<file path="config.mk">
export PLATFORM = sky130hd
export DESIGN_NAME = push_button_led_ctrl
export DESIGN_NICKNAME = d
export VERILOG_FILES = /design/src/rtl/push_button_led_ctrl.sv
export SDC_FILE = /design/constraint.sdc
export NUM_CORES = 1
export LEC_CHECK = 0
export ABC_AREA = 0
export BUFFER_PORTS_ARGS = -buffer_cell sky130_fd_sc_hd__buf_2
export CAP_MARGIN = 20
export CORE_AREA = 2 2 143 145
export CTS_CLUSTER_SIZE = 25
export DETAILED_ROUTE_END_ITERATION = 16
export DIE_AREA = 0 0 145 147
export GPL_TIMING_DRIVEN = 0
export MAX_ROUTING_LAYER = met4
export PLACE_DENSITY = 0.81
export SETUP_SLACK_MARGIN = 0.05
export SYNTH_ARGS = -nofsm -noshare
export SYNTH_HDL_FRONTEND = slang
export SYNTH_SLANG_ARGS = --single-unit
</file>
<file path="constraint.sdc">
create_clock -name Clk -period 2.2 [get_ports Clk]
set_clock_uncertainty 0.2 [all_clocks]
set_input_delay 0.33 -clock Clk [delete_from_list [all_inputs] [get_ports Clk]]
set_output_delay 0.33 -clock Clk [all_outputs]
set_load 0.02 [all_outputs]
</file>
<file path="src/rtl/push_button_led_ctrl.sv">
// Purpose : debounced active-low push buttons select a one-hot LED that then steps on a divided tick.
// Latency : a clean press held from edge k gives Press_valid/Press_idx/LED update at edge k+DEBOUNCE_CYCLES+2.
// Backpressure: none; press events are single-cycle pulses and simultaneous presses keep only the lowest index.
//
// Ports:
//   Clk          system clock
//   Rst_n        asynchronous active-low reset
//   Switch       raw buttons, 0 = pressed, asynchronous to Clk
//   Mode         00 rotate right, 01 rotate left, 10 hold, 11 ping-pong
//   LED          one-hot LED pattern
//   Press_valid  one-cycle pulse for an accepted press
//   Press_idx    index of the accepted press (holds its last value between pulses)
//   Btn_state    debounced button state, 1 = pressed
//
// Build option: define PB_HOLD_PAUSE_EN to freeze stepping while any button is held down.

module push_button_led_ctrl #(
  parameter int N_BTN           = 8,
  parameter int DEBOUNCE_CYCLES = 1000000,
  parameter int TICK_DIV        = 25000000,
  localparam int IDXW           = (N_BTN > 1) ? $clog2(N_BTN) : 1
) (
  input  logic             Clk,
  input  logic             Rst_n,
  input  logic [N_BTN-1:0] Switch,
  input  logic [1:0]       Mode,
  output logic [N_BTN-1:0] LED,
  output logic             Press_valid,
  output logic [IDXW-1:0]  Press_idx,
  output logic [N_BTN-1:0] Btn_state
);

  // Debounce counter is sized to hold DEBOUNCE_CYCLES so it can never wrap.
  localparam int CW = $clog2(DEBOUNCE_CYCLES + 1);
  localparam int TW = (TICK_DIV > 1) ? $clog2(TICK_DIV) : 1;
  localparam logic [CW-1:0] DB_LAST   = CW'(DEBOUNCE_CYCLES - 1);
  localparam logic [TW-1:0] TICK_LAST = TW'(TICK_DIV - 1);

  typedef enum logic {
    DIR_LEFT  = 1'b0,
    DIR_RIGHT = 1'b1
  } dir_e;

  logic [N_BTN-1:0] sync1, sync2;
  logic [CW-1:0]    db_cnt_q [N_BTN];
  logic [CW-1:0]    db_cnt_d [N_BTN];
  logic [N_BTN-1:0] stable_q, stable_d, stable_dly_q;
  logic [N_BTN-1:0] press_vec;
  logic             press_any;
  logic [IDXW-1:0]  press_sel;
  logic [TW-1:0]    tcnt_q, tcnt_d;
  logic             tick;
  logic             pause;
  logic [N_BTN-1:0] led_q, led_d;
  dir_e             dir_q, dir_d;
  logic             pv_q;
  logic [IDXW-1:0]  pidx_q, pidx_d;

  // Synchronisers idle at all-ones (buttons released).
  always_ff @(posedge Clk or negedge Rst_n) begin
    if (!Rst_n) begin
      sync1 <= '1;
      sync2 <= '1;
    end else begin
      sync1 <= Switch;
      sync2 <= sync1;
    end
  end

  // Per-bit debounce: count consecutive samples that disagree with the
  // accepted state; flip once DEBOUNCE_CYCLES of them have been seen.
  always_comb begin
    stable_d = stable_q;
    for (int i = 0; i < N_BTN; i++) begin
      db_cnt_d[i] = db_cnt_q[i];
      if (~sync2[i] == stable_q[i]) begin
        db_cnt_d[i] = '0;
      end else if (db_cnt_q[i] == DB_LAST) begin
        stable_d[i] = ~stable_q[i];
        db_cnt_d[i] = '0;
      end else begin
        db_cnt_d[i] = db_cnt_q[i] + CW'(1);
      end
    end
  end

  // Press edge is taken from the registered debounced state so the event
  // lands one cycle after Btn_state rises.
  assign press_vec = stable_q & ~stable_dly_q;

  // Scan downward so the lowest set index is the one that sticks.
  always_comb begin
    press_any = 1'b0;
    press_sel = '0;
    for (int i = N_BTN - 1; i >= 0; i--) begin
      if (press_vec[i]) begin
        press_any = 1'b1;
        press_sel = IDXW'(i);
      end
    end
  end

  assign tick = (tcnt_q == TICK_LAST);

`ifdef PB_HOLD_PAUSE_EN
  assign pause = |stable_q;
`else
  assign pause = 1'b0;
`endif

  // LED / tick / direction next-state. A press always wins over a tick and
  // restarts the tick period; pause keeps the counter pinned at zero.
  always_comb begin
    tcnt_d = tick ? '0 : tcnt_q + TW'(1);
    led_d  = led_q;
    dir_d  = dir_q;
    pidx_d = pidx_q;
    if (press_any) begin
      led_d  = N_BTN'(1) << press_sel;
      tcnt_d = '0;
      pidx_d = press_sel;
    end else if (pause) begin
      tcnt_d = '0;
    end else if (tick && (N_BTN > 1)) begin
      case (Mode)
        2'b00: led_d = (led_q >> 1) | (led_q << (N_BTN - 1));
        2'b01: led_d = (led_q << 1) | (led_q >> (N_BTN - 1));
        2'b10: led_d = led_q;
        2'b11: begin
          // Bounce off an end: reverse and move away in the same tick.
          if (dir_q == DIR_LEFT) begin
            if (led_q[N_BTN-1]) begin
              dir_d = DIR_RIGHT;
              led_d = led_q >> 1;
            end else begin
              led_d = led_q << 1;
            end
          end else begin
            if (led_q[0]) begin
              dir_d = DIR_LEFT;
              led_d = led_q << 1;
            end else begin
              led_d = led_q >> 1;
            end
          end
        end
      endcase
    end
  end

  always_ff @(posedge Clk or negedge Rst_n) begin
    if (!Rst_n) begin
      for (int i = 0; i < N_BTN; i++) db_cnt_q[i] <= '0;
      stable_q     <= '0;
      stable_dly_q <= '0;
      tcnt_q       <= '0;
      led_q        <= N_BTN'(1);
      dir_q        <= DIR_LEFT;
      pv_q         <= 1'b0;
      pidx_q       <= '0;
    end else begin
      for (int i = 0; i < N_BTN; i++) db_cnt_q[i] <= db_cnt_d[i];
      stable_q     <= stable_d;
      stable_dly_q <= stable_q;
      tcnt_q       <= tcnt_d;
      led_q        <= led_d;
      dir_q        <= dir_d;
      pv_q         <= press_any;
      pidx_q       <= pidx_d;
    end
  end

  assign LED         = led_q;
  assign Press_valid = pv_q;
  assign Press_idx   = pidx_q;
  assign Btn_state   = stable_q;

endmodule

</file>
Word-level counts from Yosys, hierarchy flattened
Cells that the tools add are included.
Word-level totals
  output and inout bits: 20
  word-level logic and storage cells: 139
  flip-flop bits (word level): 230
Operators by class
  multiplexer cells: 43
  $add $sub $neg: 9
  equality and inequality tests: 21
  bitwise gates (word level): 29
  shift operators: 1
  reductions and logical operators: 12
Operator list (number)
  $mux 20: 16
  $add 20x1->20 const B: 8
  $eq 20x20->1 const B: 8
  $mux 25: 2
  $mux 8: 5
  $add 25x1->25 const B: 1
  $eq 25x25->1 const B: 1
  $not 1->1: 25
  $mux 3: 8
  $pmux 8 s3: 1
  $reduce_and 2->1: 9
  $mux 1: 11
  $and 8x8->8: 1
  $eq 1x1->1: 8
  $not 8->8: 1
  $or 7x8->8: 1
  $or 8x1->8: 1
  $shl 1x3->8 const A: 1
  $eq 2x2->1 const B: 2
  $reduce_and 3->1: 1
  $eq 2x1->1 const B: 1
  $logic_not 2->1: 1
  $ne 2x2->1 const B: 1
  $reduce_bool 2->1: 1

Longest topological paths before layout
  depth after elaboration: 12
  gate-level depth with buffers: 8
  gate-level depth less buffers: 6

Worst setup path before layout
Ideal clock, no wire load.
  path type: reg-to-reg
  start point: register stable_q[3] (netlist: Btn_state[3])
  end point: register led_q[7] (netlist: LED[7])
  cell stages (with the launch flop): 8
  data arrival time: 1998 ps
  buffers on the path: 1
  required time: 1927 ps
  slack: -71 ps
  cells stage by stage: dfrtp_1 > nor2b_1 > nor4b_4 > and4_1 > buf_2 > clkinv_1 > o32a_1 > a2bb2oi_2
Between the ends
  cells in the longest elaborated chain, start to end: 7
  elaborated cells on any way between the ends: 14
  those cells by class: eq/ne (1); shift (1); mux (9); bitwise (1); reduce/logical (2)
RTL lines
  from (decl): RTL line 47  | logic [N_BTN-1:0] stable_q, stable_d, stable_dly_q;
  from (signal assigned): RTL line 163  | stable_q <= stable_d;
  $and 8x8->8 *: RTL line 89  | assign press_vec = stable_q & ~stable_dly_q;
  $mux 1 * (4 in a row): RTL line 96  | if (press_vec[i]) begin
  via press_any: RTL line 49  | logic press_any;
  $ne 2x2->1 (no line) / $reduce_bool 2->1 (equally long branches)
  $reduce_and 2->1 (no line)
  to (signal assigned): RTL line 166  | led_q <= led_d;
  to (decl): RTL line 54  | logic [N_BTN-1:0] led_q, led_d;
Mark *: on every way through the listed nets, which the timed path passes. The rest lies on a longest branch.
A chain may end at the register's enable or synchronous reset.

Final worst setup path
  start point: register stable_q[0] (netlist: Btn_state[0])
  end point: register led_q[4] (netlist: LED[4])
Between the ends
  cells in the longest elaborated chain, start to end: 4
  elaborated cells on any way between the ends: 8
  those cells by class: eq/ne (1); shift (1); mux (3); bitwise (1); reduce/logical (2)
RTL lines (RTL line)
  $and 8x8->8 *: 89
  $mux 1 / $mux 3 (equally long branches): 96
  $ne 2x2->1 (no line) (tied with other cells)
  $reduce_and 2->1 (no line) / $mux 8 (equally long branches)
Every way passes the cells marked *; elsewhere a longest branch is shown, timed or not.

==> run metrics <==
status=finished, final reports clean; H-tree level count=1; DR vias=about 8000; Lkg Pwr=about 5.5 nW; synth unique cells=51; # setup viols final=0; P&R area growth vs syn=18.4%; unrepaired setup endpoints after global routing=yes; max cap viols=0; DRC viols=0; fin crit period=2190 ps; die width=~150 um; FF+latch count, synth=230; die span in y=147 um; syn_nets=between 1000 and 1500; Slew @ Worst Pin=671 ps; # diodes=0; clk buf depth=3; flop2flop setup slack=10 ps; Final #Nets=between 1000 and 1500; Post-synth EDFFs=0; CP Capture Type=register; grt ovf=0; Pre-antenna DRT Iters=4; clk_lat worst skew=between 500 and 600 ps; area of the mapped netlist=10700 sq um; Detail Route Antenna Nets=0; number of global-route vias before repair=7677; clock slew at reported path FFs=around 60 ps; critical path class=reg2reg; Synth Area per Inst=approximately 10 sq um; CTS Buf Count=24; asr flop ratio synth=1.00; fraction of layout cells with a size suffix above 1=0.163; WP data arrival=approximately 2400 ps; I/O pin total=32; row count=52; period utilisation layout=0.995; first-pass GRT wire length=35500 um; max-slew violations=0; CTS tree=yes; fin util=0.638; drt total wl=approximately 21000 um; Primary FF master, synth=dfrtp_1; Pwr per Cell Area=between 600 and 700 nW/um^2; CTS sink count=230; initial antenna violation count=0; post-detail-place hpwl=13300 um; Hold Path Class=in2reg; Cells after Synth=1051; Ys Warns=0; max frequency=457 MHz; overall power=8.53 mW; WL/cell=14.8 um; Starting Density=0.538; vias per cell=5.45; Seq/Total Area, Yosys=0.541; Initial DRC Count=about 440; Core Box Area=just under 20000 sq um; CTS Root Cell=clkbuf_16; Global Route Usage Sum=0.201; Placer Congestion=0.832; Fin. Hold Viols=0; maximum VDD drop=0.600 mV; Worst EP required=2400 ps; Slew headroom=0.549; die area=21300 sq um; Buffers on Ports=30; Critical Path Source Type=register; largest net degree at the start of global routing=86; Crit Path Max Fanout=8
-- cell usage after synthesis, drive strengths merged (2+ instances only) --
library cell	n	area, sq um
nor4	18	113
nand4	41	263
nand4b	3	26.3
nor2b	8	50.1
nand2b	8	50.1
nor3	22	110
nand3	78	390
or4	4	30.0
and2	5	31.3
xor2	100	876
a41oi	2	17.5
dfstp	17	447
buf	8	46.3
clkbuf	11	41.3
mux2i	9	90.1
xnor2	72	631
or3	5	36.3
o21ai	11	55.1
or2	5	31.3
dfrtp	213	5330
nor4b	10	103
inv	18	67.6
nor2	211	792
nor4bb	4	40.0
o22a	6	52.6
ha	9	113
and4	14	123
o21a	2	15.0
nand3b	4	30.0
nand2	74	278
a21oi	11	55.1
and3	34	213
-- report_power, final --
| part | total, mW | internal (mW) | switching (mW) |
|---|---|---|---|
| Combinational | 0.301 | 0.107 | 0.193 |
| Clock | 3.87 | 2.29 | 1.58 |
| Sequential | 4.36 | 4.30 | 0.0580 |
-- metal layers --
metal | GRT usage | share of wire
met5 | - | 0
met4 | 0.0535 | 0.021
met3 | 0.0301 | 0.040
met2 | 0.334 | 0.49
met1 | 0.262 | 0.45
-- cells by family (layout without fill, tap and decap cells) --
kind of cell    Yosys count  count (layout)  share of synthesized area
mux                       9               9                    0.00843
compound gates           42              42                     0.0287
buf+inv                  38             145                     0.0149
fa+ha+maj                 9               9                     0.0105
flops                   230             230                      0.541
simple gates            551             551                      0.256
xor+xnor                172             172                      0.141
-- final cells by class --
cell class | instances | area [sq um]
buffer | 18 | 158
timing repair buffer | 64 | 512
clock buffer | 39 | 738
tap | 270 | 338
inverter | 19 | 76.3
clock inverter | 5 | 27.5
multi-input combinational | 783 | 5010
sequential | 230 | 5790
fill | 1522 | 7190
-- critical path, stage by stage (launching register included) --
cell and delay (ps):
dfrtp_2 440, nor2b_4 150, nor4b_4 310, and4_1 260, buf_6 140, or2b_1 240
buf_6 140, o22a_1 190
-- timing repair --
action,CTS,global route
hold buffers,9,0
resized for setup,34,65
cloned,0,1
endpoints found under the hold margin,80,0
endpoints found under the setup margin,136,140
pin swaps,3,12
setup buffers,8,14
-- layout by cell type (no fill, tap or decap), types with 5 or more instances in the layout --
master / count
dfrtp_1: 205
nor2_1: 201
xor2_1: 100
nand3_1: 75
xnor2_1: 72
nand2_1: 70
nand4_1: 40
and3_1: 34
buf_2: 30
clkbuf_16: 26
buf_4: 20
nor3_1: 18
inv_1: 18
dfstp_2: 17
and4_1: 13
nor4_1: 12
a21oi_1: 11
nor2_2: 10
o21ai_0: 10
mux2i_1: 9
clkbuf_1: 9
dlygate4sd3_1: 9
dfrtp_2: 8
nor4b_1: 7
nand2b_1: 7
buf_6: 6
o22a_1: 6
clkbuf_8: 6
clkbuf_4: 5
nor4_2: 5
and2_1: 5
-- path summary, 6_finish.rpt --
kind                       cells after the start         start          to
min in group asynchronous                      2         Rst_n  tcnt_q[22]
min reg2reg                                    0      sync1[6]    sync2[6]
max in group asynchronous                      4         Rst_n    sync2[2]
max reg2reg                                    7  Btn_state[0]      LED[4]
max                                            7  Btn_state[0]      LED[4]
min                                            3       Mode[1]       dir_q
-- through the flow --
stage / worst slack, ps / hold WS (ps) / area (sq um) / TNS (ps) / cells
2_1_floorplan: 66.2 / -166 / 10700 / 0 / 1051
4_1_cts: 51.8 / 113 / 12300 / 0 / 1413
5_1_grt: -92.8 / 155 / 12700 / -705 / 1428
6_report: 10.5 / 129 / 12700 / 0 / 1428
3_5_place_dp: -288 / 140 / 11300 / -13620 / 1353
3_3_place_gp: -3750 / 146 / 11200 / -747510 / 1351
-- registers in the layout (all words and copies together), names as in the netlist --
signal / count
dir_q: 1
tcnt_q: 25
db_cnt_q: 160
Btn_state: 8
sync1: 8
LED: 8
stable_dly_q: 8
Press_idx: 3
Press_valid: 1
sync2: 8
Power figures use the tool's default switching activity.
